==> src/rtl/lsu_writeback_if.sv <==
// Bundle of the execute-request, data-memory and register-file write signals
// around lsu_writeback. The unit is the slave; the surrounding pipeline and
// memory form the master side.
//
// Handshake rules: an operation moves from execute to the unit on a rising
// edge where req_valid && req_ready. Execute holds req_valid and the request
// fields until then. mem_req is held, with mem_we/mem_addr/mem_wdata/
// mem_wstrb stable, until the memory answers with a single-cycle mem_ack
// (mem_rdata valid in that same cycle). rf_we is a single-cycle qualifier for
// rf_waddr/rf_wdata.
interface lsu_writeback_if #(
    parameter int XLEN   = 32,
    parameter int REG_AW = 5
);
    logic              req_valid;
    logic              req_ready;
    logic              req_is_load;
    logic [2:0]        req_funct3;
    logic [XLEN-1:0]   req_addr;
    logic [XLEN-1:0]   req_wdata;
    logic [REG_AW-1:0] req_rd;

    logic              mem_req;
    logic              mem_we;
    logic [XLEN-1:0]   mem_addr;
    logic [XLEN-1:0]   mem_wdata;
    logic [3:0]        mem_wstrb;
    logic              mem_ack;
    logic [XLEN-1:0]   mem_rdata;

    logic              rf_we;
    logic [REG_AW-1:0] rf_waddr;
    logic [XLEN-1:0]   rf_wdata;

    logic              exc_misalign;
    logic              busy;

    modport slave (
        input  req_valid, req_is_load, req_funct3, req_addr, req_wdata, req_rd,
        input  mem_ack, mem_rdata,
        output req_ready, mem_req, mem_we, mem_addr, mem_wdata, mem_wstrb,
        output rf_we, rf_waddr, rf_wdata, exc_misalign, busy
    );

    modport master (
        output req_valid, req_is_load, req_funct3, req_addr, req_wdata, req_rd,
        output mem_ack, mem_rdata,
        input  req_ready, mem_req, mem_we, mem_addr, mem_wdata, mem_wstrb,
        input  rf_we, rf_waddr, rf_wdata, exc_misalign, busy
    );
endinterface

==> src/rtl/lsu_writeback.sv <==
// Multi-cycle load/store unit feeding the register-file write port.
// One operation at a time: IDLE accepts, ACCESS runs the memory handshake,
// WB issues the single register-file write pulse for loads.
module lsu_writeback #(
    parameter int XLEN   = 32,
    parameter int REG_AW = 5
) (
    input  logic               clk,
    input  logic               rst,
    lsu_writeback_if.slave     bus,
    output logic [1:0]         state_dbg
);

    typedef enum logic [1:0] {
        IDLE   = 2'd0,
        ACCESS = 2'd1,
        WB     = 2'd2
    } state_t;

    state_t state;
    state_t state_next;

    // Captured request fields used after acceptance.
    logic [1:0]        addr_lo_q;
    logic [2:0]        funct3_q;
    logic [REG_AW-1:0] rd_q;
    logic              is_load_q;

    logic              accept;
    logic              f3_ok;
    logic              aligned;
    logic              req_legal;
    logic [XLEN-1:0]   st_wdata;
    logic [3:0]        st_wstrb;
    logic [7:0]        ld_byte;
    logic [15:0]       ld_half;
    logic [XLEN-1:0]   ld_data;

    assign accept    = (state == IDLE) && bus.req_valid;
    assign state_dbg = state;

    // Classify the incoming request: funct3 legality and natural alignment.
    always_comb begin
        f3_ok   = 1'b0;
        aligned = 1'b1;
        case (bus.req_funct3)
            3'b000, 3'b001, 3'b010: f3_ok = 1'b1;
            3'b100, 3'b101:         f3_ok = bus.req_is_load;
            default:                f3_ok = 1'b0;
        endcase
        case (bus.req_funct3[1:0])
            2'b01:   aligned = ~bus.req_addr[0];
            2'b10:   aligned = (bus.req_addr[1:0] == 2'b00);
            default: aligned = 1'b1;
        endcase
        req_legal = f3_ok && aligned;
    end

    // Store lane formatting: replicate the datum across lanes, strobe the target.
    always_comb begin
        st_wdata = bus.req_wdata;
        st_wstrb = 4'b1111;
        case (bus.req_funct3[1:0])
            2'b00: begin
                st_wdata = {4{bus.req_wdata[7:0]}};
                st_wstrb = 4'b0001 << bus.req_addr[1:0];
            end
            2'b01: begin
                st_wdata = {2{bus.req_wdata[15:0]}};
                st_wstrb = bus.req_addr[1] ? 4'b1100 : 4'b0011;
            end
            default: begin
                st_wdata = bus.req_wdata;
                st_wstrb = 4'b1111;
            end
        endcase
    end

    // Load extraction: select the addressed lane, then sign/zero extend.
    always_comb begin
        ld_byte = 8'h00;
        case (addr_lo_q)
            2'b00:   ld_byte = bus.mem_rdata[7:0];
            2'b01:   ld_byte = bus.mem_rdata[15:8];
            2'b10:   ld_byte = bus.mem_rdata[23:16];
            default: ld_byte = bus.mem_rdata[31:24];
        endcase
        ld_half = addr_lo_q[1] ? bus.mem_rdata[31:16] : bus.mem_rdata[15:0];
        case (funct3_q)
            3'b000:  ld_data = {{(XLEN-8){ld_byte[7]}}, ld_byte};
            3'b100:  ld_data = {{(XLEN-8){1'b0}}, ld_byte};
            3'b001:  ld_data = {{(XLEN-16){ld_half[15]}}, ld_half};
            3'b101:  ld_data = {{(XLEN-16){1'b0}}, ld_half};
            default: ld_data = bus.mem_rdata;
        endcase
    end

    // State register; reset aborts any in-flight access immediately.
    always_ff @(posedge clk or posedge rst) begin
        if (rst) state <= IDLE;
        else     state <= state_next;
    end

    // Next-state and state-decoded handshake outputs.
    always_comb begin
        state_next     = state;
        bus.req_ready  = 1'b0;
        bus.mem_req    = 1'b0;
        bus.busy       = 1'b1;
        bus.rf_we      = 1'b0;
        case (state)
            IDLE: begin
                bus.req_ready = 1'b1;
                bus.busy      = 1'b0;
                if (accept && req_legal) state_next = ACCESS;
            end
            ACCESS: begin
                bus.mem_req = 1'b1;
                if (bus.mem_ack) state_next = is_load_q ? WB : IDLE;
            end
            WB: begin
                bus.rf_we  = (rd_q != '0);
                state_next = IDLE;
            end
            default: state_next = IDLE;
        endcase
    end

    // Request capture, memory-side registers and load result registers.
    always_ff @(posedge clk or posedge rst) begin
        if (rst) begin
            addr_lo_q     <= 2'b00;
            funct3_q      <= 3'b000;
            rd_q          <= '0;
            is_load_q     <= 1'b0;
            bus.mem_we    <= 1'b0;
            bus.mem_addr  <= '0;
            bus.mem_wdata <= '0;
            bus.mem_wstrb <= 4'b0000;
            bus.rf_waddr  <= '0;
            bus.rf_wdata  <= '0;
        end else begin
            if (accept && req_legal) begin
                addr_lo_q     <= bus.req_addr[1:0];
                funct3_q      <= bus.req_funct3;
                rd_q          <= bus.req_rd;
                is_load_q     <= bus.req_is_load;
                bus.mem_we    <= ~bus.req_is_load;
                bus.mem_addr  <= {bus.req_addr[XLEN-1:2], 2'b00};
                bus.mem_wdata <= bus.req_is_load ? '0 : st_wdata;
                bus.mem_wstrb <= bus.req_is_load ? 4'b0000 : st_wstrb;
            end
            if ((state == ACCESS) && bus.mem_ack && is_load_q) begin
                bus.rf_waddr <= rd_q;
                bus.rf_wdata <= ld_data;
            end
        end
    end

    // Rejected requests raise a one-cycle exception pulse.
    always_ff @(posedge clk or posedge rst) begin
        if (rst) bus.exc_misalign <= 1'b0;
        else     bus.exc_misalign <= accept && !req_legal;
    end

endmodule

==> src/flat_wrapper.sv <==
// flat-port wrapper written by rule: the top's interface ports become plain ports
module lsu_writeback_flat 
#(
    parameter int XLEN   = 32,
    parameter int REG_AW = 5
)
  (clk, rst, state_dbg, bus_req_valid, bus_req_is_load, bus_req_funct3, bus_req_addr, bus_req_wdata, bus_req_rd, bus_mem_ack, bus_mem_rdata, bus_req_ready, bus_mem_req, bus_mem_we, bus_mem_addr, bus_mem_wdata, bus_mem_wstrb, bus_rf_we, bus_rf_waddr, bus_rf_wdata, bus_exc_misalign, bus_busy);
  lsu_writeback_if #(.XLEN(XLEN), .REG_AW(REG_AW)) bus_i ();
  input  logic clk;
  input  logic rst;
  output logic [1:0] state_dbg;
  input wire logic [$bits(bus_i.req_valid)-1:0] bus_req_valid;
  input wire logic [$bits(bus_i.req_is_load)-1:0] bus_req_is_load;
  input wire logic [$bits(bus_i.req_funct3)-1:0] bus_req_funct3;
  input wire logic [$bits(bus_i.req_addr)-1:0] bus_req_addr;
  input wire logic [$bits(bus_i.req_wdata)-1:0] bus_req_wdata;
  input wire logic [$bits(bus_i.req_rd)-1:0] bus_req_rd;
  input wire logic [$bits(bus_i.mem_ack)-1:0] bus_mem_ack;
  input wire logic [$bits(bus_i.mem_rdata)-1:0] bus_mem_rdata;
  output wire logic [$bits(bus_i.req_ready)-1:0] bus_req_ready;
  output wire logic [$bits(bus_i.mem_req)-1:0] bus_mem_req;
  output wire logic [$bits(bus_i.mem_we)-1:0] bus_mem_we;
  output wire logic [$bits(bus_i.mem_addr)-1:0] bus_mem_addr;
  output wire logic [$bits(bus_i.mem_wdata)-1:0] bus_mem_wdata;
  output wire logic [$bits(bus_i.mem_wstrb)-1:0] bus_mem_wstrb;
  output wire logic [$bits(bus_i.rf_we)-1:0] bus_rf_we;
  output wire logic [$bits(bus_i.rf_waddr)-1:0] bus_rf_waddr;
  output wire logic [$bits(bus_i.rf_wdata)-1:0] bus_rf_wdata;
  output wire logic [$bits(bus_i.exc_misalign)-1:0] bus_exc_misalign;
  output wire logic [$bits(bus_i.busy)-1:0] bus_busy;
  assign bus_i.req_valid = bus_req_valid;
  assign bus_i.req_is_load = bus_req_is_load;
  assign bus_i.req_funct3 = bus_req_funct3;
  assign bus_i.req_addr = bus_req_addr;
  assign bus_i.req_wdata = bus_req_wdata;
  assign bus_i.req_rd = bus_req_rd;
  assign bus_i.mem_ack = bus_mem_ack;
  assign bus_i.mem_rdata = bus_mem_rdata;
  assign bus_req_ready = bus_i.req_ready;
  assign bus_mem_req = bus_i.mem_req;
  assign bus_mem_we = bus_i.mem_we;
  assign bus_mem_addr = bus_i.mem_addr;
  assign bus_mem_wdata = bus_i.mem_wdata;
  assign bus_mem_wstrb = bus_i.mem_wstrb;
  assign bus_rf_we = bus_i.rf_we;
  assign bus_rf_waddr = bus_i.rf_waddr;
  assign bus_rf_wdata = bus_i.rf_wdata;
  assign bus_exc_misalign = bus_i.exc_misalign;
  assign bus_busy = bus_i.busy;
  lsu_writeback #(.XLEN(XLEN), .REG_AW(REG_AW)) u_core (.clk(clk), .rst(rst), .bus(bus_i), .state_dbg(state_dbg));
endmodule
==> config.mk <==
export PLATFORM = sky130hd
export DESIGN_NAME = lsu_writeback_flat
export DESIGN_NICKNAME = d
export VERILOG_FILES = /design/src/rtl/lsu_writeback_if.sv /design/src/rtl/lsu_writeback.sv /design/src/flat_wrapper.sv
export SDC_FILE = /design/constraint.sdc
export NUM_CORES = 1
export LEC_CHECK = 0
export BUFFER_PORTS_ARGS = -buffer_cell sky130_fd_sc_hd__buf_2
export CORE_MARGIN = 3
export CORE_UTILIZATION = 49
export CTS_CLUSTER_DIAMETER = 80
export DETAILED_ROUTE_END_ITERATION = 12
export PLACE_DENSITY_LB_ADDON = 0.25
export SYNTH_ARGS = -nofsm -noshare
export SYNTH_HDL_FRONTEND = slang
export SYNTH_SLANG_ARGS = --single-unit
==> constraint.sdc <==
create_clock -name clk -period 5.2 [get_ports clk]
set_input_delay 0.78 -clock clk [delete_from_list [all_inputs] [get_ports clk]]
set_output_delay 0.78 -clock clk [all_outputs]
set_load 0.05 [all_outputs]
==> summary.md, run 1 <==
After detailed routing, the number of vias per cell comes to 5.44. The post-place instance area is 6780 um2, and the DRC violation count after routing is 0. Share of synthesized registers carrying an async set or reset: 100%. The number of nets in the final layout was 829. The critical path is of the primary input to flip-flop type. Of all nets on the critical path, the largest fanout is 40.

Entering global routing, the biggest net connects 74 pins. The synthesized area is 5610 um2. The flow ran to the end, and the final reports show no timing, DRC or antenna violations.

VDD sags by at most 385 uV. The synthesized design devotes to its leading area cell type 52.6% of total area. Across the run, the number of max-cap violations was 0.

In this run the static leakage power is 3.66 nW. The number of hold buffers added after CTS came out at 0. The post-synthesis cell type with the largest combined area is dfrtp_1. For the CTS sink count, the log shows 118. The logs give 0 for the count of nets left with antenna violations after detail routing and 3.70 ns for the worst endpoint data arrival time. The overall global routing resource usage is 23.6%, and the post-route standard cell area excluding fillers is 7430 um2.

Synthesis produced 509 cells. TritonCTS built the clock tree. The number of flip-flops and latches in the synthesized netlist was 118; the maximum number of buffers from clock root to sink was 2.

Setup total negative slack on the finished layout was measured at 0 ns. The logs give 10,700 um for the total half-perimeter wirelength after legalization and detailed placement and 0 for the post-cts sizing count. The worst path in the final design needs a cycle of 3.42 ns, including I/O delays and setup. After the first detailed-routing iteration, the DRC count stood at 328. The unique cell type count in the Yosys netlist was 43; the die height was 113 um. From synthesis to final layout, the design area changed by 32.3%. The worst setup path is launched from a primary input. The effective utilization at floorplan came out at 50.9%. STA classifies the critical path endpoint as a flip-flop. The tools report the total I/O pin count as 222. The count of endpoints failing hold in the final timing report is 0, and the antenna diode instance count is 0.

Average size of a mapped cell: 11.0 um2. For the core region area, the log shows 11,000 um2. The run gives 0 as the total congestion overflow after global routing. In this run the horizontal extent of the chip is 113 um. The tools report the timing-limited maximum frequency as 293 MHz.

The tools report the area enclosed by the die boundary as 12,800 um2. In this run the worst hold path is classified as flip-flop to flip-flop. The run gives 0 as the setup violation total in the final timing report. For the post-detailed-routing wire length, the log shows 15,200 um.

Number of antenna violations at the first check in global routing: 0. In the synthesized netlist the dominant register cell turns out to be dfrtp_1. The commonest cells after synthesis are dfrtp_1, mux2_2, nand2_1. The congestion estimate from routability-driven global placement came to 0.925. The number of buffers added by the clock tree synthesis step was 17; the clock edge transition at the registers on the reported setup and hold paths was 0.05 ns. The number of flops mapped to enable cells by yosys is 0, and the per-cell routed wire length is 17.4 um. For the via count of the first global-routing pass, the log shows 4,660. The first TritonRoute pass finished after 4 iterations. Yosys printed 0 warnings. For the worst setup path, the data required time is 5.48 ns. Measured against its own limit, the worst slew margin works out to 12.8%. The first global-routing pass estimated 23,800 um of wire. The most frequent cell after synthesis was dfrtp_1. The final route contains 4,727 vias. The cell row count was 38.

At the pin with the least slew margin, the transition time is 1.30 ns. For the post-CTS repair timing setup buffer count, the log shows 0. Cell at the root of the clock tree: clkbuf_16. Power density over cell area: 677 nW/um2. The tools report the sequential area share after synthesis as 52.6%. Setup repair after global routing left no endpoint under its margin.

In this run the tool buffered the top-level ports with 219 buffer cells. CTS built an H-tree with a depth of 4. Sorting the synthesized cells by area gives the leading types as dfrtp_1, mux2_2, a21oi_1. Cells with a size suffix above 1 make up 45.0% of the layout.

The final clock skew came out at 0.00607 ns. The worst path uses 65.7% of the clock period. The run gives 0 as the number of slew-limit violations in the final report. The clock reaches the later pin of the worst-skew pair after 0.41 ns.
==> worst paths after layout <==
| path | startpoint | endpoint | slack, ns | depth (start not counted) |
|---|---|---|---|---|
| worst min register to register | u_core.bus.rf_waddr[1] | u_core.bus.rf_waddr[1] | 0.47 | 2 |
| min in group asynchronous | rst | u_core.bus.mem_addr[10] | 0.57 | 2 |
| worst max register to register | u_core.addr_lo_q[1] | u_core.bus.rf_wdata[30] | 2.31 | 4 |
| max in group asynchronous | rst | u_core.bus.mem_wdata[29] | 3.46 | 3 |
| worst max-delay path | bus_req_funct3[1] | u_core.bus.mem_wdata[4] | 1.79 | 9 |
| worst min-delay path | u_core.bus.rf_waddr[1] | u_core.bus.rf_waddr[1] | 0.47 | 2 |
==> metal layers <==
layer | wire length [um] | share of wire, % | global-route usage [%]
met5 | 0 | 0 | 0
met3 | 1190 | 7.8 | 7.33
met2 | 7290 | 48 | 37.1
met1 | 6310 | 42 | 30.1
met4 | 376 | 2.5 | 10.4
==> layout make-up <==
cell class              count  area [um2]
repair buffers            226        1150
clock buffers              23         478
inverters                  17        66.3
well taps                 140         175
fillers                   871        3600
clock inverters             8         170
flip-flops and latches    118        2950
multi-input cells         337        2440
==> power breakdown <==
part / switching (W) / leakage (nW) / internal (W)
logic: 0.00164 / 1.93 / 0.000591
registers: 0.000251 / 1.42 / 0.00127
clock network: 0.000393 / 0.309 / 0.000884
total: 0.00228 / 3.66 / 0.00275
==> registers in the layout (all words and copies together) (netlist names) <==
signal / cells
u_core.state_dbg: 2
u_core.addr_lo_q: 2
u_core.bus.rf_wdata: 32
u_core.bus.mem_wdata: 32
u_core.funct3_q: 3
u_core.bus.rf_waddr: 5
u_core.bus.exc_misalign: 1
u_core.bus.mem_addr: 30
u_core.bus.mem_wstrb: 4
u_core.bus.mem_we: 1
u_core.is_load_q: 1
u_core.rd_q: 5
==> critical path: stages <==
cell,delay [ns]
buf_2,0.12
inv_1,0.07
ha_1,0.49
or2_1,0.17
buf_4,0.32
o2bb2ai_2,0.18
nand4_4,0.59
buf_4,0.56
mux2_1,0.39
==> cells by family after synthesis <==
| family | share of synthesized area [%] |
|---|---|
| flops | 52.6 |
| simple gates | 9.74 |
| other cells | 0.0668 |
| mux | 18.0 |
| compound gates | 14.8 |
| buf+inv | 4.21 |
| fa+ha+maj | 0.669 |
==> cells in the final DEF (no fill, tap or decap), drive strengths merged, types with 2 or more instances in the layout <==
cell      netlist  layout
a21oi          47      47
a22oi           8       8
a31oi           5       5
buf            19     226
bufinv          0       5
clkbuf         19      23
clkinv          1       2
clkinvlp        0       2
conb            1       2
dfrtp         118     118
ha              3       3
inv            16      16
mux2           78      78
mux2i          13      13
nand2          53      53
nand2b          8       8
nand3           2       2
nand3b          9       9
nor2            6       6
nor2b           9       9
nor3            7       7
nor3b           5       5
nor4            2       2
o211ai         17      17
o21a            8       8
o21ai          35      35
o21bai          3       3
o221a           6       6
==> per-stage QoR <==
stage	total power (W)	hold WS, ns	setup WS [ns]	util, %	std cells
3_5_place_dp	0.00376	0.466	1.40	61.5	838
4_1_cts	0.00506	0.477	1.82	67.3	869
3_3_place_gp	0.00371	0.453	1.50	61.5	838
2_1_floorplan	0.00320	0.447	1.29	-	510
5_1_grt	0.00526	0.496	1.59	67.3	869
6_report	0.00503	0.473	1.79	67.3	869
Note: power is estimated with default switching activity, not from simulation.
==> run 2: changes to the inputs <==
==> constraint.sdc (replaced) <==
create_clock -name clk -period 3.5 [get_ports clk]
set_input_delay 0.525 -clock clk [delete_from_list [all_inputs] [get_ports clk]]
set_output_delay 0.525 -clock clk [all_outputs]
set_load 0.05 [all_outputs]
==> summary.md, run 2 (synthesized netlist as in run 1, its figures left out) <==
Total half-perimeter wirelength after legalization and detailed placement: 10,900 um (+2.2%). The run gives 0 (unchanged) as the count of endpoints failing hold in the final timing report. The multi-input logic area came out at 2440 um2 (unchanged). For the post-CTS repair timing setup buffer count, the log shows 0 (unchanged). The initial detailed-routing violation count came out at 317 (-3.4%). The tools report the antenna diode instance count as 0 (unchanged). The routed via count is 4,806 (+1.7%), and the DRC violation count after routing is 0 (unchanged).

The tools report the worst ir drop on vdd as 623 uV (+62%). The most critical setup path has its endpoint at u_core.bus.mem_wdata[18]. The tools report the number of inserted filler cells in the final layout as 878 (+0.80%).

The area growth from synthesis to layout is 31.8%. The worst setup path is of the primary input to flip-flop kind. The tools report the total I/O pin count as 222 (unchanged). The core region area is 11,000 um2 (unchanged).

The final clock skew is 0.0100 ns (+0.00398 ns), and the number of nets in the final layout is 833 (+0.48%). The summed negative setup slack over all endpoints is 0 ns (unchanged), and the count of max-cap constraint violations is 0 (unchanged). The number of hold buffers added after CTS came out at 0 (unchanged). The clock period could shrink to 2.38 ns. For the effective utilization at floorplan, the log shows 50.9% (unchanged). Worst endpoint data arrival time: 2.67 ns (-1.03 ns). In the final layout, the registers with the most flip-flops are u_core.bus.mem_wdata x32, u_core.bus.rf_wdata x32, u_core.bus.mem_addr x30. The clock latency at the later pin of the worst-skew pair came out at 0.41 ns (about the same). The run gives 0.689 ns (-0.708 ns) as the setup slack at placement. The logs give 842 (+0.48%) for the cell count after placement and 24.1% (+0.51 points) for the overall global routing resource usage. Highest fanout seen on the critical path: 21 (-48%).

The placer's final routability congestion estimate is 0.889 (-3.9%), and the non-filler instance count after layout is 874 (+0.58%). The count of cells along the worst register-to-register path was 5 (+1); the post-route clock period utilization was 68.1%. The proportion of layout cells with a drive suffix above 1 works out to 45.5% (+0.51 points). The fraction of the core area covered by cells at the end of the flow was 67.1% (-0.26 points); the max-slew headroom at the worst pin was 40.3% (+28 points). For the global-route wire length before repair, the log shows 24,300 um (+2.3%).

The critical path depth works out to 8 (-1). The number of I/O port buffers was 219 (unchanged); the number of slew-limit violations in the final report was 0 (unchanged). Peak per-stage delay on the critical path: 0.49 ns (-0.10 ns).

For the required time at the endpoint of the critical path, the log shows 3.79 ns (-1.69 ns). The tools report the post-detailed-routing wire length as 15,300 um (+1.2%). Leaving out fill and tap cells, the most frequent cells in the layout are buf_2, dfrtp_1, mux2_2. Maximum number of pins on one net before global-route repair: 119 (+61%). The most critical setup path has its startpoint at bus_req_funct3[1].

Traced cell by cell, the critical path runs through buf_2 -> inv_1 -> ha_1 -> or2_1 -> o2bb2ai_2 -> nand4_4 -> buf_4 -> mux2_1. The most common cell after layout, fill and taps aside is buf_2. The per-cell routed wire length works out to 17.6 um (+0.63%).

The worst hold path belongs to the class primary input to asynchronous set/reset pin. The run gives 4 (unchanged) as the count of H-tree levels built during CTS. The tools report the cell row count as 38 (unchanged). The number of buffer and inverter instances along the worst setup path is 3 (-1). The run gives 118 (unchanged) as the CTS sink count. The cell family contributing the most delay on the critical path was simple AND/OR/NAND/NOR gates. Number of antenna violations at the first check in global routing: 0 (unchanged). The startpoint identified for the worst register-to-register timing path is u_core.state_dbg[1]. The worst setup path is launched from a primary input. The area enclosed by the die boundary was 12,800 um2 (unchanged).

The number of optimization iterations in the first detailed-route pass is 5 (+1). The tools report the endpoint type of the worst setup path as a flip-flop. The logs give 1.27 ns (-1.04 ns) for the minimum setup slack among reg-to-reg paths and 2950 um2 (unchanged) for the footprint of the flip-flops and latches.

The static leakage is 3.65 nW (-0.16%). The total congestion overflow after global routing was 0 (unchanged). The critical path's slowest cell is ha_1. The clock edge transition at the registers on the reported setup and hold paths is 0.05 ns (about the same), and the die height is 113 um (unchanged).

The power density over cell area was 976 nW/um2 (+44%). The die span in x is 113 um (unchanged). Based on the critical path, the design can be clocked at up to 419 MHz.

For the post-cts sizing count, the log shows 0 (unchanged). Setup repair after global routing left no endpoint under its margin. TritonCTS built the clock tree. The tools report the post-route worst setup slack as 1.12 ns (-0.670 ns).

The endpoint identified for the worst register-to-register timing path is u_core.bus.rf_wdata[10]. The via count of the first global-routing pass was 4,907 (+5.3%). The transition time of the tightest slew-check pin works out to 0.896 ns (-0.402 ns). The count of nets left with antenna violations after detail routing is 0 (unchanged). Setup violation total in the final timing report: 0 (unchanged). The root buffer cell chosen for the clock tree is clkbuf_16. The run finished with clean final reports. The logs give 17 (unchanged) for the number of buffers added by the clock tree synthesis step and 2 (unchanged) for the maximum number of buffers from clock root to sink. The detail-routed via count per cell works out to 5.50 (+1.1%).
## run 2: metal layers
metal / GRT usage, % / vias up / wire length [um]
li1: - / 2235 / -
met4: 8.89 / 0 / 359
met5: 0 / - / 0
met2: 38.4 / 203 / 7430
met3: 9.30 / 25 / 1250
met1: 29.9 / 2343 / 6310
## run 2: power by group
part           internal, W  switching, W
sequential         0.00189      0.000357
clock              0.00104      0.000598
combinational     0.000885       0.00245
## run 2: per-stage QoR
step	power (W)	area (um2)	hold WS (ns)
global placement	0.00552	6840	0.454
CTS	0.00727	7400	0.307
floorplan	0.00476	5620	0.447
detailed placement	0.00560	6840	0.461
global route	0.00756	7400	0.301
finish	0.00722	7400	0.286
## run 2: layout make-up
| cell class | count | area share [%] |
|---|---|---|
| well taps | 140 | 2.37 |
| clock buffers | 23 | 6.59 |
| repair buffers | 230 | 16.3 |
| multi-input cells | 337 | 32.9 |
| clock inverters | 9 | 1.01 |
| flip-flops and latches | 118 | 39.9 |
| inverters | 17 | 0.913 |
## run 2: how the worst min path moves through the flow
stage	end	slack, ns	cells after the start
2_1_floorplan	u_core.bus.rf_waddr[4]	0.45	2
3_3_place_gp	u_core.bus.rf_waddr[1]	0.45	2
3_5_place_dp	u_core.bus.rf_waddr[3]	0.46	2
4_1_cts	u_core.state_dbg[0]	0.31	2
5_1_grt	u_core.state_dbg[0]	0.30	2
6_report	u_core.bus.mem_addr[9]	0.29	3
## run 2: worst min-delay path, delay by kind of cell
kind | cells | cell delay (ns)
buffers and inverters | 3 | 0.62
